**src/rtl/dynode_pkg.sv**
```systemverilog
// Shared record layout, header default and readout state encoding for the
// dynode event FIFO.
package dynode_pkg;

  localparam int ENE_W = 12;
  localparam int TIM_W = 24;
  localparam int PU_W  = 8;
  localparam int SEQ_W = 8;
  localparam int REC_W = SEQ_W + PU_W + ENE_W + TIM_W;

  localparam logic [3:0] HDR_DEFAULT = 4'hD;

  typedef enum logic [1:0] {
    RD_IDLE = 2'd0,
    RD_W0   = 2'd1,
    RD_W1   = 2'd2
  } rd_state_t;

  typedef struct packed {
    logic [SEQ_W-1:0] seq;
    logic [PU_W-1:0]  pu;
    logic [ENE_W-1:0] ene;
    logic [TIM_W-1:0] tim;
  } evrec_t;

  function automatic logic [31:0] mk_word0(input logic [3:0] hdr, input evrec_t r);
    return {hdr, r.pu, 8'h00, r.ene};
  endfunction

  function automatic logic [31:0] mk_word1(input evrec_t r);
    return {r.seq, r.tim};
  endfunction

endpackage

```
**src/rtl/dynode_evfifo_ram.sv**
```systemverilog
// Event record storage: synchronous write, asynchronous read, contents never reset.
module dynode_evfifo_ram #(
  parameter int DEPTH = 16,
  parameter int WIDTH = 52
) (
  input  logic                     clk,
  input  logic                     we,
  input  logic [$clog2(DEPTH)-1:0] waddr,
  input  logic [WIDTH-1:0]         wdata,
  input  logic [$clog2(DEPTH)-1:0] raddr,
  output logic [WIDTH-1:0]         rdata
);

  logic [WIDTH-1:0] mem [DEPTH];

  always_ff @(posedge clk) begin
    if (we) mem[waddr] <= wdata;
  end

  assign rdata = mem[raddr];

endmodule

```
**src/rtl/dynode_evfifo.sv**
```systemverilog
// Energy-windowed event FIFO with sequence tagging and a two-word readout
// stream (word0 = header/pulookup/energy, word1 = seq/time).
module dynode_evfifo
  import dynode_pkg::*;
#(
  parameter int         DEPTH = 16,
  parameter logic [3:0] HDR   = HDR_DEFAULT
) (
  input  logic              clk,
  input  logic              reset_n,
  input  logic              enecor_load,
  input  logic [ENE_W-1:0]  dyn_enecor,
  input  logic [TIM_W-1:0]  dyn_evntim,
  input  logic [PU_W-1:0]   pulookup,
  input  logic              win_en,
  input  logic [ENE_W-1:0]  ene_lo,
  input  logic [ENE_W-1:0]  ene_hi,
  input  logic              fifo_clear,
  input  logic              rd_ready,
  output logic              rd_valid,
  output logic [31:0]       rd_data,
  output logic              rd_last,
  output logic [6:0]        fifo_count,
  output logic              fifo_full,
  output logic              fifo_empty,
  output logic [15:0]       ovf_count,
  output logic [15:0]       rej_count
);

  localparam int AW = $clog2(DEPTH);
  localparam logic [AW:0] PTR_ONE = (AW+1)'(1);

  logic [AW:0]      wr_ptr, rd_ptr, fill;
  logic [SEQ_W-1:0] seq;
  evrec_t           wr_rec, head_rec;
  logic             in_win, accept, push, pop;

  rd_state_t   state, state_nxt;
  logic [31:0] rd_data_nxt;
  logic        rd_valid_nxt, rd_last_nxt;

  function automatic logic [15:0] sat_inc(input logic [15:0] v);
    return (v == 16'hFFFF) ? v : v + 16'd1;
  endfunction

  // Extra wrap bit on the pointers: fill == DEPTH sets exactly the top bit.
  assign fill       = wr_ptr - rd_ptr;
  assign fifo_full  = fill[AW];
  assign fifo_empty = (fill == '0);
  assign fifo_count = 7'(fill);

  assign in_win = !win_en || ((dyn_enecor >= ene_lo) && (dyn_enecor <= ene_hi));
  assign accept = enecor_load && !fifo_clear;
  assign push   = accept && in_win && !fifo_full;
  assign pop    = (state == RD_W1) && rd_ready;
  assign wr_rec = {seq, pulookup, dyn_enecor, dyn_evntim};

  dynode_evfifo_ram #(.DEPTH(DEPTH), .WIDTH(REC_W)) u_ram (
    .clk   (clk),
    .we    (push),
    .waddr (wr_ptr[AW-1:0]),
    .wdata (wr_rec),
    .raddr (rd_ptr[AW-1:0]),
    .rdata (head_rec)
  );

  always_ff @(posedge clk or negedge reset_n) begin
    if (!reset_n) begin
      wr_ptr    <= '0;
      rd_ptr    <= '0;
      seq       <= '0;
      ovf_count <= '0;
      rej_count <= '0;
    end else if (fifo_clear) begin
      wr_ptr    <= '0;
      rd_ptr    <= '0;
      seq       <= '0;
      ovf_count <= '0;
      rej_count <= '0;
    end else begin
      if (push) begin
        wr_ptr <= wr_ptr + PTR_ONE;
        seq    <= seq + 8'd1;
      end
      if (pop) rd_ptr <= rd_ptr + PTR_ONE;
      // Full is judged on the pre-pop state, so a same-edge pop does not rescue the load.
      if (accept && in_win && fifo_full) ovf_count <= sat_inc(ovf_count);
      if (accept && !in_win)             rej_count <= sat_inc(rej_count);
    end
  end

  always_ff @(posedge clk or negedge reset_n) begin
    if (!reset_n) begin
      state    <= RD_IDLE;
      rd_data  <= '0;
      rd_valid <= 1'b0;
      rd_last  <= 1'b0;
    end else begin
      state    <= state_nxt;
      rd_data  <= rd_data_nxt;
      rd_valid <= rd_valid_nxt;
      rd_last  <= rd_last_nxt;
    end
  end

  always_comb begin
    state_nxt    = state;
    rd_data_nxt  = rd_data;
    rd_valid_nxt = rd_valid;
    rd_last_nxt  = rd_last;
    if (fifo_clear) begin
      state_nxt    = RD_IDLE;
      rd_valid_nxt = 1'b0;
      rd_last_nxt  = 1'b0;
    end else begin
      case (state)
        RD_IDLE: begin
          rd_valid_nxt = 1'b0;
          rd_last_nxt  = 1'b0;
          if (!fifo_empty) begin
            rd_data_nxt  = mk_word0(HDR, head_rec);
            rd_valid_nxt = 1'b1;
            state_nxt    = RD_W0;
          end
        end
        RD_W0: begin
          if (rd_ready) begin
            rd_data_nxt = mk_word1(head_rec);
            rd_last_nxt = 1'b1;
            state_nxt   = RD_W1;
          end
        end
        RD_W1: begin
          if (rd_ready) begin
            rd_valid_nxt = 1'b0;
            rd_last_nxt  = 1'b0;
            state_nxt    = RD_IDLE;
          end
        end
        default: begin
          state_nxt    = RD_IDLE;
          rd_valid_nxt = 1'b0;
          rd_last_nxt  = 1'b0;
        end
      endcase
    end
  end

endmodule

```
**config.mk**
```make
export PLATFORM = sky130hd
export DESIGN_NAME = dynode_evfifo
export DESIGN_NICKNAME = d
export VERILOG_FILES = /design/src/rtl/dynode_pkg.sv /design/src/rtl/dynode_evfifo_ram.sv /design/src/rtl/dynode_evfifo.sv
export SDC_FILE = /design/constraint.sdc
export NUM_CORES = 1
export LEC_CHECK = 0
export ABC_AREA = 0
export CORE_MARGIN = 8
export CORE_UTILIZATION = 40
export CTS_CLUSTER_DIAMETER = 100
export DETAILED_ROUTE_END_ITERATION = 6
export SLEW_MARGIN = 20
export SYNTH_ARGS = -nofsm -noshare
export SYNTH_HDL_FRONTEND = slang
export SYNTH_HIERARCHICAL = 1
export SYNTH_SLANG_ARGS = --single-unit
```
**constraint.sdc**
```tcl
create_clock -name clk -period 22.5 [get_ports clk]
set_clock_uncertainty 0.15 [all_clocks]
set_input_delay 6.75 -clock clk [delete_from_list [all_inputs] [get_ports clk]]
set_output_delay 6.75 -clock clk [all_outputs]
set_load 0.01 [all_outputs]
```
Word level (Yosys, flattened, before mapping):

Memories as Yosys holds them, arrays and structs flattened.
Cells that the tools add are included.

* register bits after elaboration: 86
* memory bits (writable): 832
* word-level logic and storage cells: 85
* memories kept: 1

* add/sub/neg operators: 6
* $lt $le $gt $ge: 2
* equal/unequal tests: 12
* muxes and demuxes: 29
* bitwise gates (word level): 1
* reduce and logical (&&, ||, !) cells: 25

Memory list
* u_ram.mem: depth 16, bits a word 52, read ports 1, clocked after memory_dff 0, write ports 1, RTL line dynode_evfifo_ram.sv:14 `logic [WIDTH-1:0] mem [DEPTH];`

Operators with widths (count)
* 16-bit 2-to-1 mux: 6
* 32-bit 2-to-1 mux: 2
* 32-bit one-hot mux with 2 select lines: 1
* 16-bit by 1-bit adder with 16-bit output (second input constant): 2
* 16-bit equality test (second input constant): 2
* 5-bit 2-to-1 mux: 4
* 8-bit 2-to-1 mux: 2
* 12-bit greater-or-equal comparator: 1
* 12-bit less-or-equal comparator: 1
* 5-bit by 1-bit adder with 5-bit output (second input constant): 2
* 2-bit inequality test (second input constant): 5
* 2-bit nonzero test: 5
* 3-bit inequality test (second input constant): 3
* 8-bit by 1-bit adder with 8-bit output (second input constant): 1
* 2-bit 2-to-1 mux: 4
* 2-bit AND reduction: 4
* 1-bit logical AND: 7
* 1-bit 2-to-1 mux: 7
* 2-bit one-hot mux with 3 select lines: 1
* 5-bit logical NOT: 1
* 5-bit subtractor: 1
* 1-bit logical NOT: 4
* 4-bit AND reduction: 1
* 1-bit one-hot mux with 3 select lines: 1
* 7 further kinds: 7

Logic depth before layout (Yosys ltp):

Gate-level depths: netlist of the first run.

* depth in word-level cells: 7
* mapped depth: 13

Cells and area by module:

The synthesis of the first run kept the hierarchy.

Modules (own cells, without submodules)
* dynode_evfifo_ram: instances 1, cells an instance 1292, area an instance 31174.9 µm², sequential area each 24984.0 µm²
* dynode_evfifo: instances 1, cells an instance 528, area an instance 5043.6 µm², sequential area each 2152.1 µm²

Worst setup path before layout of the first run:

No wires, ideal clock.

* kind: input to register
* start: input ene_hi[5]
* end: memory u_ram.mem[0][0] (enable)
* setup time: 0.526 ns
* arrival: 12.588 ns
* setup slack: 9.236 ns
* stages on the path: 10
* path buffers: 1
* path through: inv_1 ha_1 a21o_1 a221o_1 a21oi_2 a21oi_2 nor3_1 clkbuf_1 or3b_2 nor3_1

* longest elaborated chain between the ends: 7

Ends and longest elaborated chain
* start: declaration: RTL line dynode_evfifo.sv:17 `input logic [ENE_W-1:0] ene_hi,`
* 12-bit less-or-equal comparator: RTL line dynode_evfifo.sv:52 `assign in_win = !win_en || ((dyn_enecor >= ene_lo) && (dyn_enecor <= ene_hi));`
* 1-bit logical AND: RTL line dynode_evfifo.sv:52
* 1-bit logical OR: RTL line dynode_evfifo.sv:52
* 1-bit logical AND (2 in a row): RTL line dynode_evfifo.sv:54 `assign push = accept && in_win && !fifo_full;`
* via push: RTL line dynode_evfifo.sv:36 `logic in_win, accept, push, pop;`
* 1-bit 2-to-1 mux: RTL line dynode_evfifo_ram.sv:17 `if (we) mem[waddr] <= wdata;`
* 1-bit 2-to-1 mux (implied by the code): RTL line dynode_evfifo_ram.sv:17
* end: declaration: RTL line dynode_evfifo_ram.sv:14

The timed path passes the listed nets, and every way through them passes these cells.

Final worst setup path of the first run:

* start: input dyn_enecor[3]
* end: memory u_ram.mem[14][47] (enable)

* longest elaborated chain between the ends: 7
* elaborated cells between the ends (all ways): 8

Ends and longest elaborated chain
* start: declaration: RTL line dynode_evfifo.sv:12 `input logic [ENE_W-1:0] dyn_enecor,`
* 12-bit greater-or-equal comparator / 12-bit less-or-equal comparator (equally long branches): RTL line dynode_evfifo.sv:52
* 1-bit logical AND *: RTL line dynode_evfifo.sv:52
* 1-bit logical OR *: RTL line dynode_evfifo.sv:52
* 1-bit logical AND * (2 in a row): RTL line dynode_evfifo.sv:54
* 1-bit 2-to-1 mux *: RTL line dynode_evfifo_ram.sv:17
* 1-bit 2-to-1 mux (implied by the code) *: RTL line dynode_evfifo_ram.sv:17

Every way passes the cells marked *; elsewhere a longest branch is shown, timed or not.

==> results of run 1 <==
==> worst register-to-register path, cell delays in order, from the launching register on <==
cell	delay [ns]
dfrtp_4	1.01
ha_1	0.29
inv_1	0.07
fa_1	0.39
a21o_1	0.20
a21oi_2	0.18
xnor2_2	0.15
nand2b_1	0.23
nor3_1	0.20
buf_4	0.25
nand3_1	0.31
nor2_4	0.83
buf_4	0.69
==> Yosys cell counts (4+ instances only) <==
library cell,count
or4_1,6
clkbuf_1,45
mux4_2,208
inv_1,39
o21ai_0,37
and3_1,7
a211oi_1,4
nand4_1,15
nor2_1,48
nor2b_1,16
o31ai_1,9
and2_1,4
edfxtp_1,832
nand3b_1,6
ha_1,33
buf_2,29
mux2i_1,26
nor3_1,7
mux2_2,9
xnor2_1,10
a31o_2,4
nand2_1,96
a21o_1,4
a22oi_1,105
dfrtp_1,86
a21oi_1,32
a22o_1,9
buf_4,4
nand3_1,14
or3_1,8
buf_1,4
nand2b_1,14
buf_6,15
==> logic make-up (layout without fill, tap and decap cells) <==
family,after synthesis,count (layout),share of synthesized area [%]
flip-flops,918,918,74.9
AND/OR/NAND/NOR,254,254,3.49
buffers and inverters,137,391,1.88
other,1,3,0.0104
AO/OA/AOI/OAI,219,219,4.21
adder cells (fa/ha/maj),34,34,1.20
XOR/XNOR,14,14,0.359
multiplexers,243,243,13.9
==> placed cells by master (no fill, tap or decap), types with 4 or more instances in the layout <==
master           count
edfxtp_1           832
mux4_2             208
clkdlybuf4s50_1    144
a22oi_1            105
nand2_1             96
clkbuf_16           96
dfrtp_1             84
inv_1               39
o21ai_0             37
nor2_1              35
buf_4               35
ha_1                33
a21oi_1             32
mux2i_1             26
clkbuf_1            21
clkinv_1            21
nand4_1             15
nand3_1             14
nand2b_1            14
nor2b_1             13
nor2_4              13
xnor2_1             10
clkinv_2            10
o31ai_1              9
mux2_2               9
a22o_1               9
or3_1                8
bufinv_16            8
and3_1               7
or4_1                6
nand3b_1             6
clkinvlp_4           5
a21o_1               4
a211oi_1             4
a31o_2               4
nor3_2               4
==> worst paths after layout <==
kind / slack [ns] / end / from / cells after the start
worst max register to register: 17.17 / u_ram/mem[14][47] / rd_ptr[0] / 12
max in group asynchronous: 14.98 / rd_ptr[0] / reset_n / 2
worst min register to register: 0.33 / rd_data[1] / rd_data[1] / 2
worst max-delay path: 11.18 / u_ram/mem[14][47] / dyn_enecor[3] / 12
worst min-delay path: 0.33 / rd_data[1] / rd_data[1] / 2
min in group asynchronous: 5.88 / rd_data[1] / reset_n / 1
==> final cells by class <==
| type | instances | area share, % |
|---|---|---|
| inverters | 39 | 0.348 |
| repair buffers | 180 | 4.06 |
| well taps | 1176 | 3.50 |
| clock buffers | 120 | 5.99 |
| flip-flops and latches | 918 | 64.5 |
| clock inverters | 52 | 1.27 |
| diodes | 1 | 0.00595 |
| multi-input cells | 766 | 20.3 |
==> sequential cells by signal, indices dropped and copies added (netlist names) <==
| signal | cells |
|---|---|
| seq | 8 |
| rd_valid | 1 |
| rej_count | 16 |
| rd_data | 32 |
| ovf_count | 16 |
| state | 2 |
| rd_ptr | 5 |
| u_ram/mem | 832 |
| wr_ptr | 5 |
| rd_last | 1 |
==> per-layer routing <==
metal  share of wire (%)  wire length, um  vias to the layer above  track usage [%]
li1                    -                -                     7819                -
met1                  42            34700                     9618             21.7
met2                  51            42000                      459             28.4
met3                 4.9             4010                       99             2.51
met4                 1.6             1320                        0             3.81
met5                   0                0                        -                0
==> per-stage QoR <==
stage,cells,utilization (%),cell area (um^2)
floorplan,1821,-,36200
CTS,3251,46.8,42100
global placement,3079,43.4,39000
detailed placement,3079,43.4,39000
global route,3251,46.8,42100
finish,3252,46.8,42100
==> where the power goes <==
part	internal (mW)	switching (mW)	total (mW)
clock	0.889	0.639	1.53
sequential	1.89	0.0241	1.92
combinational	0.119	0.133	0.252
total	2.90	0.797	3.70
==> impl_metrics.py, run 1 <==
metrics = {
    "layout": {
        "ff_latch_area_um2": 27100,
        "nets": 2107,
        "drive_gt1_share_pct": 20.3,
        "multi_input_area_um2": 8560,
        "fill_cells": 7447,
        "syn_to_final_growth_pct": 16.2,
    },
    "global_routing": {
        "overflow": 0,
        "grt_pass1_vias": 19100,
        "grt_usage_pct": 16.4,
        "grt_pass1_wl_mm": 123,
        "grt_max_degree": 71,
        "antenna_found_initial": 2,
    },
    "critical_path": {
        "required_ns": 22.61,
        "cp_cell_sequence": "clkdlybuf4s50_1, ha_1, and4b_1, a211oi_1, a2bb2oi_2, a21oi_2, buf_4, nor3_1, buf_4, nand3_1, nor2_4, buf_4",
        "crit_slowest_cell": "clkdlybuf4s50_1",
        "crit_type": "input pin to flip-flop",
        "worstSetupStartpointType": "input pin",
        "endpoint_kind": "flip-flop",
        "max_stage_delay_ns": 0.88,
        "arrival_ns": 11.43,
        "cp_max_fo": 31,
        "worst-path-buf-inv": 4,
        "path_common_cell": "buf_4",
        "cp_top_family": "buffers and inverters",
    },
    "clocking": {
        "cts_tree": "done",
        "clkLatencyLatePin_ns": 0.65,
        "cts_setup_buffers": 0,
        "clock-sinks": 918,
        "ctsHoldBuffers": 0,
        "clock_path_buffers": 3,
        "postCtsResizedCells": 0,
        "cts_buffers": 94,
        "htreeDepth": 3,
        "clk_pin_slew_worst_paths_ns": 0.06,
        "cts-root-buf": "clkbuf_16",
    },
    "floorplanning": {
        "start_util_pct": 40.3,
        "io_pins": 149,
        "die_area_um2": 100000,
        "dieHeight_um": 317,
        "row_count": 110,
        "die_w_um": 317,
        "core_um2": 89900,
    },
    "routing": {
        "final_antenna_net_count": 0,
        "avgRoutedWirePerCell_um": 25.2,
        "drt_wl_total_mm": 82.0,
        "vias_per_cell": 5.53,
        "drtPass1Iterations": 5,
        "vias": 18000,
        "drc": 0,
        "drt_iter0_drc": 1706,
    },
    "placement": {
        "io_buffers": 146,
        "gp_congestion": 0.716,
        "dpl.hpwl_mm": 46.3,
        "pre_cts_ws_ns": 10.48,
    },
    "sta": {
        "setup_viol": 0,
        "fin_crit_sh_pct": 50.3,
        "worstMarginPinSlew_ns": 1.12,
        "rsz0062_at_grt": "no",
        "tns_ns": 0,
        "hold_viol": 0,
        "drv_slew": 0,
        "fin_crit_ns": 11.32,
        "fmax_mhz": 88.3,
        "relSlewSlack_pct": 24.9,
        "holdWs_ns": 0.330,
        "setup_ws_ns": 11.18,
    },
    "synth": {
        "netlist_instances": 1820,
        "ys.warnings.count": 6,
        "ys_top_cells_by_area": "edfxtp_1, mux4_2, dfrtp_1",
        "synth-seq-cells": 918,
        "synthArstFlopShare_pct": 9.37,
        "synth_edf_count": 832,
        "syn_area_per_cell_um2": 19.9,
        "syn_area_um2": 36200,
        "yosysTopAreaCell": "edfxtp_1",
        "ys_types": 55,
        "seq_area_frac_synth_pct": 74.9,
        "ys.flop_type": "edfxtp_1",
        "synth_top_area_share_pct": 69.0,
    },
    "pwr": {
        "cellLeakagePower_nw": 13.5,
        "ir_drop_v": 0.0000513,
        "p_total_mw": 3.70,
        "powerDensity_nw_per_um2": 87.9,
    },
    "status": {
        "status": "finished, final reports clean",
    },
    "run": {
        "max-cap-violations": 0,
    },
    "worst_hold_path": {
        "min-delay-path-class": "flip-flop to flip-flop",
    },
}
No activity file was read; power rests on OpenSTA's default activity.
==> run 2, diff against run 1 <==
==> constraint.sdc (replaced) <==
create_clock -name clk -period 9.78 [get_ports clk]
set_clock_uncertainty 0.15 [all_clocks]
set_input_delay 2.934 -clock clk [delete_from_list [all_inputs] [get_ports clk]]
set_output_delay 2.934 -clock clk [all_outputs]
set_load 0.01 [all_outputs]
==> impl_metrics.py, run 2 (synthesized netlist as in run 1, its figures left out) <==
metrics = {
    "status": {
        "status": "finished, final reports clean",
    },
    "layout": {
        "largestRegisters": "u_ram/mem: 832 flops, rd_data: 32 flops",
        "final_cell_mix": "edfxtp_1, mux4_2, clkdlybuf4s50_1",
        "nets": 2110,
        "syn_to_final_growth_pct": 16.3,
        "final_util_pct": 46.9,
        "layout_commonest_cell": "edfxtp_1",
        "largest_reg_flops": 832,
        "top_register": "u_ram/mem",
        "multi_input_area_um2": 8560,
        "drive_gt1_share_pct": 20.4,
        "ff_latch_area_um2": 27100,
        "fill_cells": 7377,
    },
    "critical_path": {
        "crit_slowest_cell": "clkdlybuf4s50_1",
        "rrSetupSlack_ns": 4.88,
        "required_ns": 9.95,
        "cp.depth": 12,
        "reg2reg_depth": 12,
        "worst-path-buf-inv": 4,
        "r2r-end": "u_ram/mem[7][30]",
        "r2r_start": "rd_ptr[0]",
        "cp_max_fo": 25,
        "crit_type": "input pin to flip-flop",
        "path_common_cell": "buf_4",
        "cp_cell_sequence": "clkdlybuf4s50_1, ha_1, and4b_1, a211oi_1, a2bb2oi_2, a21oi_2, buf_4, nor3_1, buf_4, nand3b_1, nor2_4, buf_4",
        "critPathLaunch": "dyn_enecor[1]",
        "arrival_ns": 7.30,
        "endpoint_kind": "flip-flop",
        "max_stage_delay_ns": 0.90,
        "endpoint": "u_ram/mem[7][30]",
        "worstSetupStartpointType": "input pin",
        "cp_top_family": "buffers and inverters",
    },
    "pwr": {
        "p_switching_mw": 1.85,
        "internal_power_mw": 6.62,
        "ir_drop_v": 0.000133,
        "swShare_pct": 21.9,
        "powerDensity_nw_per_um2": 201,
        "cellLeakagePower_nw": 13.5,
        "p_total_mw": 8.47,
        "combPwrFrac_pct": 7.0,
        "p_seq_share_pct": 52.1,
        "power.share.clock_pct": 40.9,
    },
    "floorplanning": {
        "dieHeight_um": 317,
        "core_um2": 89900,
        "row_count": 110,
        "die_w_um": 317,
        "start_util_pct": 40.3,
        "io_pins": 149,
        "die_area_um2": 100000,
    },
    "global_routing": {
        "overflow": 0,
        "grt_pass1_wl_mm": 125,
        "grt_pass1_vias": 19200,
        "grt_usage_pct": 16.7,
        "grt_max_degree": 99,
        "antenna_found_initial": 4,
    },
    "sta": {
        "fmax_mhz": 140,
        "rsz0062_at_grt": "no",
        "relSlewSlack_pct": 26.0,
        "holdWs_ns": 0.333,
        "tns_ns": 0,
        "fin_crit_ns": 7.13,
        "drv_slew": 0,
        "setup_viol": 0,
        "fin_crit_sh_pct": 72.9,
        "worstMarginPinSlew_ns": 1.11,
        "setup_ws_ns": 2.65,
        "hold_viol": 0,
    },
    "routing": {
        "final_antenna_net_count": 0,
        "drt_wl_total_mm": 84.0,
        "drtPass1Iterations": 5,
        "drc": 0,
        "drt_iter0_drc": 1655,
        "vias_per_cell": 5.59,
        "vias": 18200,
        "avgRoutedWirePerCell_um": 25.8,
    },
    "placement": {
        "pre_cts_ws_ns": 1.91,
        "dpl.hpwl_mm": 47.2,
        "gp_congestion": 0.755,
        "io_buffers": 146,
    },
    "clocking": {
        "clock-sinks": 918,
        "clk_pin_slew_worst_paths_ns": 0.06,
        "cts_buffers": 93,
        "postCtsResizedCells": 0,
        "ctsHoldBuffers": 0,
        "cts_tree": "done",
        "cts-root-buf": "clkbuf_16",
        "clock_path_buffers": 3,
        "htreeDepth": 3,
        "cts_setup_buffers": 0,
        "clkLatencyLatePin_ns": 0.65,
    },
    "run": {
        "max-cap-violations": 0,
    },
    "worst_hold_path": {
        "min-delay-path-class": "flip-flop to flip-flop",
    },
}
run 2: cell count changes in the layout (fill, tap and decap cells not counted), moves of 2 or more:
cell / change
clkinv_2: +6
buf_12: +5
clkinvlp_4: -5
clkbuf_1: +4
clkbuf_16: -3
inv_6: +3
clkinv_1: -2
inv_8: -2
run 2: power groups by stage:
stage / sequential [mW] / clock [mW] / combinational [mW]
finish: 4.41 / 3.47 / 0.589
global route: 4.42 / 3.69 / 0.648
CTS: 4.42 / 3.55 / 0.605
detailed placement: 4.50 / 0 / 0.604
global placement: 4.49 / 0 / 0.595
floorplan: 4.50 / 0 / 0.268
run 2: metal layers:
metal / vias to the layer above / GRT usage, % / part of all wire [%]
met1: 9841 / 22.4 / 42
met3: 101 / 2.67 / 5.2
li1: 7825 / - / -
met5: - / 0 / 0.032
met4: 4 / 4.27 / 1.7
met2: 441 / 28.5 / 51
run 2: stage by stage:
stage | instance area, um^2 | instances
finish | 42100 | 3258
CTS | 42100 | 3257
global route | 42100 | 3257
floorplan | 36200 | 1821
detailed placement | 39100 | 3083
global placement | 39100 | 3083
run 2: worst min path at each step:
stage	startpoint	end	slack, ns	depth (start not counted)
finish	rd_data[4]	rd_data[4]	0.33	2
global route	rd_data[18]	rd_data[18]	0.37	1
CTS	rd_data[2]	rd_data[2]	0.34	2
detailed placement	rd_data[2]	rd_data[2]	0.33	2
global placement	rd_data[2]	rd_data[2]	0.31	2
floorplan	rd_data[0]	rd_data[0]	0.36	2
run 2: worst reg2reg max path: stages (launching register included):
cell and delay, ns:
dfrtp_4 0.89, ha_1 0.28, inv_1 0.06, fa_1 0.41, a21o_1 0.20, a21oi_2 0.18, xnor2_2 0.15, nand2b_1 0.21
nor3_1 0.16, buf_4 0.24, nand3b_1 0.30, nor2_4 0.90, buf_4 0.44
run 2: cell type report:
| class | count | share of cell area [%] |
|---|---|---|
| inverters | 39 | 0.348 |
| clock inverters | 52 | 1.24 |
| multi-input cells | 766 | 20.3 |
| clock buffers | 122 | 5.88 |
| diodes | 1 | 0.00594 |
| flip-flops and latches | 918 | 64.4 |
| well taps | 1176 | 3.49 |
| repair buffers | 184 | 4.28 |
